[config.mk]
export PLATFORM = sky130hd
export DESIGN_NAME = bin2bcd_seq
export DESIGN_NICKNAME = d
export VERILOG_FILES = /design/src/rtl/bin2bcd_seq.sv
export SDC_FILE = /design/constraint.sdc
export NUM_CORES = 1
export LEC_CHECK = 0
export CAP_MARGIN = 20
export CORE_ASPECT_RATIO = 2
export CORE_MARGIN = 3
export CORE_UTILIZATION = 59
export DETAILED_ROUTE_END_ITERATION = 10
export PLACE_DENSITY = 0.85
export SYNTH_ARGS = -nofsm -noshare
export SYNTH_HDL_FRONTEND = slang
export SYNTH_SLANG_ARGS = --single-unit
[constraint.sdc]
create_clock -name CLOCK_50 -period 3.4 [get_ports CLOCK_50]
set_input_delay 0.68 -clock CLOCK_50 [delete_from_list [all_inputs] [get_ports CLOCK_50]]
set_output_delay 0.68 -clock CLOCK_50 [all_outputs]
set_load 0.1 [all_outputs]
[src/rtl/bin2bcd_seq.sv]
// bin2bcd_seq: sequential shift-and-add-3 (double-dabble) binary-to-BCD converter.
// The result registers hold between conversions so the downstream HEX displays stay stable.
//
// state | meaning
// ------+---------------------------------------------------------------
// IDLE  | waiting for start; outputs hold the last result
// SHIFT | one add-3/shift step per edge, BIN_W edges in total
// DONE  | publish bcd_out/overflow, pulse done, drop busy
`timescale 1ns/1ps

module bin2bcd_seq #(
    parameter int BIN_W  = 27,
    parameter int DIGITS = 8
) (
    input  logic                  CLOCK_50,
    input  logic                  RESET_N,
    input  logic                  start,
    input  logic [BIN_W-1:0]      bin_in,
    output logic                  busy,
    output logic                  done,
    output logic [4*DIGITS-1:0]   bcd_out,
    output logic                  overflow
);

    localparam int BCD_W  = 4 * DIGITS;
    localparam int WORK_W = BCD_W + BIN_W;
    localparam int CNT_W  = $clog2(BIN_W + 1);

    // Largest value representable in DIGITS decimal digits, folded at elaboration.
    function automatic logic [63:0] max_decimal(input int digits);
        logic [63:0] r;
        r = 64'd1;
        for (int i = 0; i < digits; i++) begin
            r = r * 64'd10;
        end
        return r - 64'd1;
    endfunction

    localparam logic [63:0] MAX_VAL = max_decimal(DIGITS);

    typedef enum logic [1:0] {
        IDLE  = 2'd0,
        SHIFT = 2'd1,
        DONE  = 2'd2
    } state_t;

    state_t              state;
    state_t              state_nxt;
    logic [WORK_W-1:0]   work;
    logic [WORK_W-1:0]   work_adj;
    logic [WORK_W-1:0]   work_shift;
    logic [CNT_W-1:0]    cnt;
    logic                ovf;
    logic                ovf_in;

    assign ovf_in = (64'(bin_in) > MAX_VAL);

    // State register.
    always_ff @(posedge CLOCK_50) begin
        if (!RESET_N) begin
            state <= IDLE;
        end else begin
            state <= state_nxt;
        end
    end

    // Next-state decode; the last shift is the one that takes cnt from 1 to 0.
    always_comb begin
        state_nxt = state;
        case (state)
            IDLE:    if (start) state_nxt = SHIFT;
            SHIFT:   if (cnt == CNT_W'(1)) state_nxt = DONE;
            DONE:    state_nxt = IDLE;
            default: state_nxt = IDLE;
        endcase
    end

    // Add 3 to every BCD nibble that is 5 or more (no inter-nibble carry), then shift left.
    always_comb begin
        work_adj = work;
        for (int k = 0; k < DIGITS; k++) begin
            if (work[BIN_W + 4*k +: 4] >= 4'd5) begin
                work_adj[BIN_W + 4*k +: 4] = work[BIN_W + 4*k +: 4] + 4'd3;
            end
        end
        work_shift = work_adj << 1;
    end

    // Datapath and output registers; reset clears everything, aborting any conversion silently.
    always_ff @(posedge CLOCK_50) begin
        if (!RESET_N) begin
            work     <= '0;
            cnt      <= '0;
            ovf      <= 1'b0;
            busy     <= 1'b0;
            done     <= 1'b0;
            bcd_out  <= '0;
            overflow <= 1'b0;
        end else begin
            done <= 1'b0;
            case (state)
                IDLE: begin
                    if (start) begin
                        work <= {{BCD_W{1'b0}}, bin_in};
                        cnt  <= CNT_W'(BIN_W);
                        ovf  <= ovf_in;
                        busy <= 1'b1;
                    end
                end
                SHIFT: begin
                    work <= work_shift;
                    cnt  <= cnt - CNT_W'(1);
                end
                DONE: begin
                    bcd_out  <= ovf ? {DIGITS{4'h9}} : work[WORK_W-1 -: BCD_W];
                    overflow <= ovf;
                    done     <= 1'b1;
                    busy     <= 1'b0;
                end
                default: begin
                    busy <= 1'b0;
                end
            endcase
        end
    end

endmodule

==> flow_summary.json <==
{
  "leakagePower_uw": 0.00195,
  "synth_nets": 589,
  "synthesis.area_mm2": 0.00474,
  "vias": 3970,
  "post_drt_wl_per_cell_um": 15.0,
  "grt_max_degree": 88,
  "worstHoldStart": "work[56]",
  "drv_slew": 0,
  "nets": 633,
  "power_frac_clock": 0.367,
  "p_per_area_mw_per_mm2": 436,
  "clk_pin_slew_worst_paths_ns": 0.06,
  "rr_worst_depth": 3,
  "synth-xor-area-share": 0.0166,
  "required_ns": 2.72,
  "crit_fanout": 2,
  "area_growth_pct": 17.7,
  "synthMuxAreaShare": 0.0190,
  "finalCritPeriodShare": 0.734,
  "synth_top_area_frac": 0.431,
  "clock_path_buffers": 2,
  "synth-edff-count": 0,
  "hold_depth": 2,
  "synth_compound_area_frac": 0.202,
  "status": "complete, no violations",
  "synth_top_area_cell": "dfxtp_1",
  "fmax_mhz": 401,
  "synthSimpleGateAreaFrac": 0.225,
  "yosys_most_used_dff": "dfxtp_1",
  "ys_warn_count": 0,
  "synth_top_family_by_area": "simple AND/OR/NAND/NOR gates",
  "crit_chain": "clkdlybuf4s50_1",
  "whs_ns": 0.450,
  "clkLatencyLatePin_ns": 0.34,
  "timing.final.hold_violations": 0,
  "seqPwrFrac": 0.519,
  "drtIter0Drc": 364,
  "cts_root_buffer": "clkbuf_16",
  "fin_util": 0.724,
  "placed_area_mm2": 0.00530,
  "dpl.hpwl_mm": 6.90,
  "tns_ns": 0,
  "synth_cell_type_count": 41,
  "first_global_vias": 3877,
  "rsz0062_at_grt": "false",
  "place_congestion": 0.806,
  "yosysSeqAreaShare": 0.431,
  "holdCritPathClass": "reg -> reg",
  "post_cts_buffers": 0,
  "cap_violations": 0,
  "detail_route.first_pass.iterations": 5,
  "clkSinkCount": 102,
  "design_area_mm2": 0.00558,
  "power.switching_uw": 600,
  "synth.area.top_cells": "dfxtp_1, a21boi_0, nand2_1, ha_1, a22oi_1",
  "layout_commonest_cell": "dfxtp_1",
  "worstSetupStartpointType": "flip-flop",
  "critical_path_class": "reg -> out",
  "antenna_found_initial": 0,
  "crit_slowest_cell": "clkdlybuf4s50_1",
  "arrival_ns": 1.81,
  "ctsResizeCount": 0,
  "drive_above_1_share": 0.0798,
  "yosys.area_share.adder": 0.0475,
  "cts-htree-levels": 3,
  "final_antenna_net_count": 0,
  "max_slew_margin": 0.341,
  "fin_crit_ns": 2.49,
  "hold_end": "work[56]",
  "worstMarginPinSlew_ns": 0.986,
  "cp.buffers_inverters": 1,
  "p_int_uw": 1830,
  "dieWidth_um": 69.4,
  "cp-end-kind": "primary output",
  "fp.dieH_um": 133,
  "netlist_instances": 541,
  "post-route-drc-count": 0,
  "finalSetupViolCount": 0,
  "grt_pass1_wl_mm": 16.9,
  "r2r_end": "state[1]",
  "num_antenna_cells": 0,
  "portBuffers": 64,
  "row_count": 45,
  "drt-total-wl_mm": 10.2,
  "ys_ff_latch": 102,
  "regToRegStartpoint": "state[0]",
  "final_cell_mix": "dfxtp_1, nand2_1, a21boi_0",
  "path_delay_family": "buffers and inverters",
  "worst-r2r-setup-slack_ns": 1.34,
  "vias_per_cell": 5.81,
  "core_mm2": 0.00771,
  "globalRouteTotalUtil": 0.220,
  "start_util": 0.615,
  "avgSynthCellArea_um2": 8.76,
  "dieArea_mm2": 0.00921,
  "comb_power_share": 0.115,
  "fin_skew_ns": 0.00434,
  "sw_frac_of_total": 0.247,
  "ir_drop_mv": 0.323,
  "ctsHoldBuffers": 0,
  "io_pins": 65,
  "cts_tree": "yes",
  "cts_buffers": 9,
  "overflow": 0,
  "synthArstFlopShare": 0,
  "cpPeakStageDelay_ns": 1.14
}
==> power by group through the flow <==
stage	Clock (uW)	Combinational (uW)	Sequential, uW
6_report	892	279	1260
3_3_place_gp	0	266	1290
4_1_cts	907	274	1260
2_1_floorplan	0	170	1310
3_5_place_dp	0	272	1290
5_1_grt	956	303	1260
==> final cells by class <==
cell class              instances  area, um2
clock buffers                  13        240
well taps                      94        118
fillers                       615       2130
repair buffers                 70        661
inverters                      21       78.8
multi-input cells             381       2430
flip-flops and latches        102       2040
clock inverters                 2       10.0
==> cells in the mapped netlist, types with 2 or more instances <==
master    instances
nor2_1           19
mux2_2            8
o21ai_0          29
and2_1            9
and3_1            3
nor3b_1          24
or3_1             8
a21oi_1           9
nand3_1          21
nor2b_1           2
ha_1             18
o21ai_1          10
nand2b_1          8
clkbuf_1         14
buf_2            17
xnor2_1           9
nand3b_1          9
nor3_1           25
dfxtp_1         102
buf_6             5
a22oi_1          26
nand2_1          67
inv_1            21
a21boi_1          5
a21boi_0         56
a31oi_1           2
==> cell families after synthesis <==
family | after synthesis
xor+xnor | 9
fa+ha+maj | 18
compound gates | 143
buf+inv | 58
flops | 102
mux | 8
simple gates | 203
==> flip-flops by register name, summed over array words and instances (netlist names) <==
name	count
work	59
bcd_out	32
cnt	5
state	2
busy	1
done	1
overflow	1
ovf	1
==> how the worst max path moves through the flow <==
| stage | from | to | slack (ns) | depth (start not counted) |
|---|---|---|---|---|
| floorplan | start | work[28] | 1.70 | 6 |
| global placement | start | work[54] | 1.06 | 5 |
| detailed placement | start | work[50] | 1.00 | 5 |
| CTS | bcd_out[12] | bcd_out[12] | 0.89 | 1 |
| global route | bcd_out[12] | bcd_out[12] | 0.86 | 1 |
| finish | bcd_out[18] | bcd_out[18] | 0.91 | 1 |
==> per-stage QoR <==
| step | cells | total power, uW | worst slack (ns) |
|---|---|---|---|
| finish | 683 | 2430 | 0.905 |
| global route | 683 | 2520 | 0.856 |
| CTS | 682 | 2450 | 0.886 |
| detailed placement | 667 | 1560 | 1.00 |
| global placement | 667 | 1550 | 1.06 |
| floorplan | 541 | 1480 | 1.70 |
==> per-layer routing <==
metal / vias up / part of all wire / GRT usage
met5: - / 0 / 0
met4: 0 / 0.018 / 0.0870
met3: 14 / 0.040 / 0.0297
met2: 90 / 0.56 / 0.429
met1: 1904 / 0.39 / 0.229
li1: 1962 / - / -
Power figures use the tool's default switching activity.
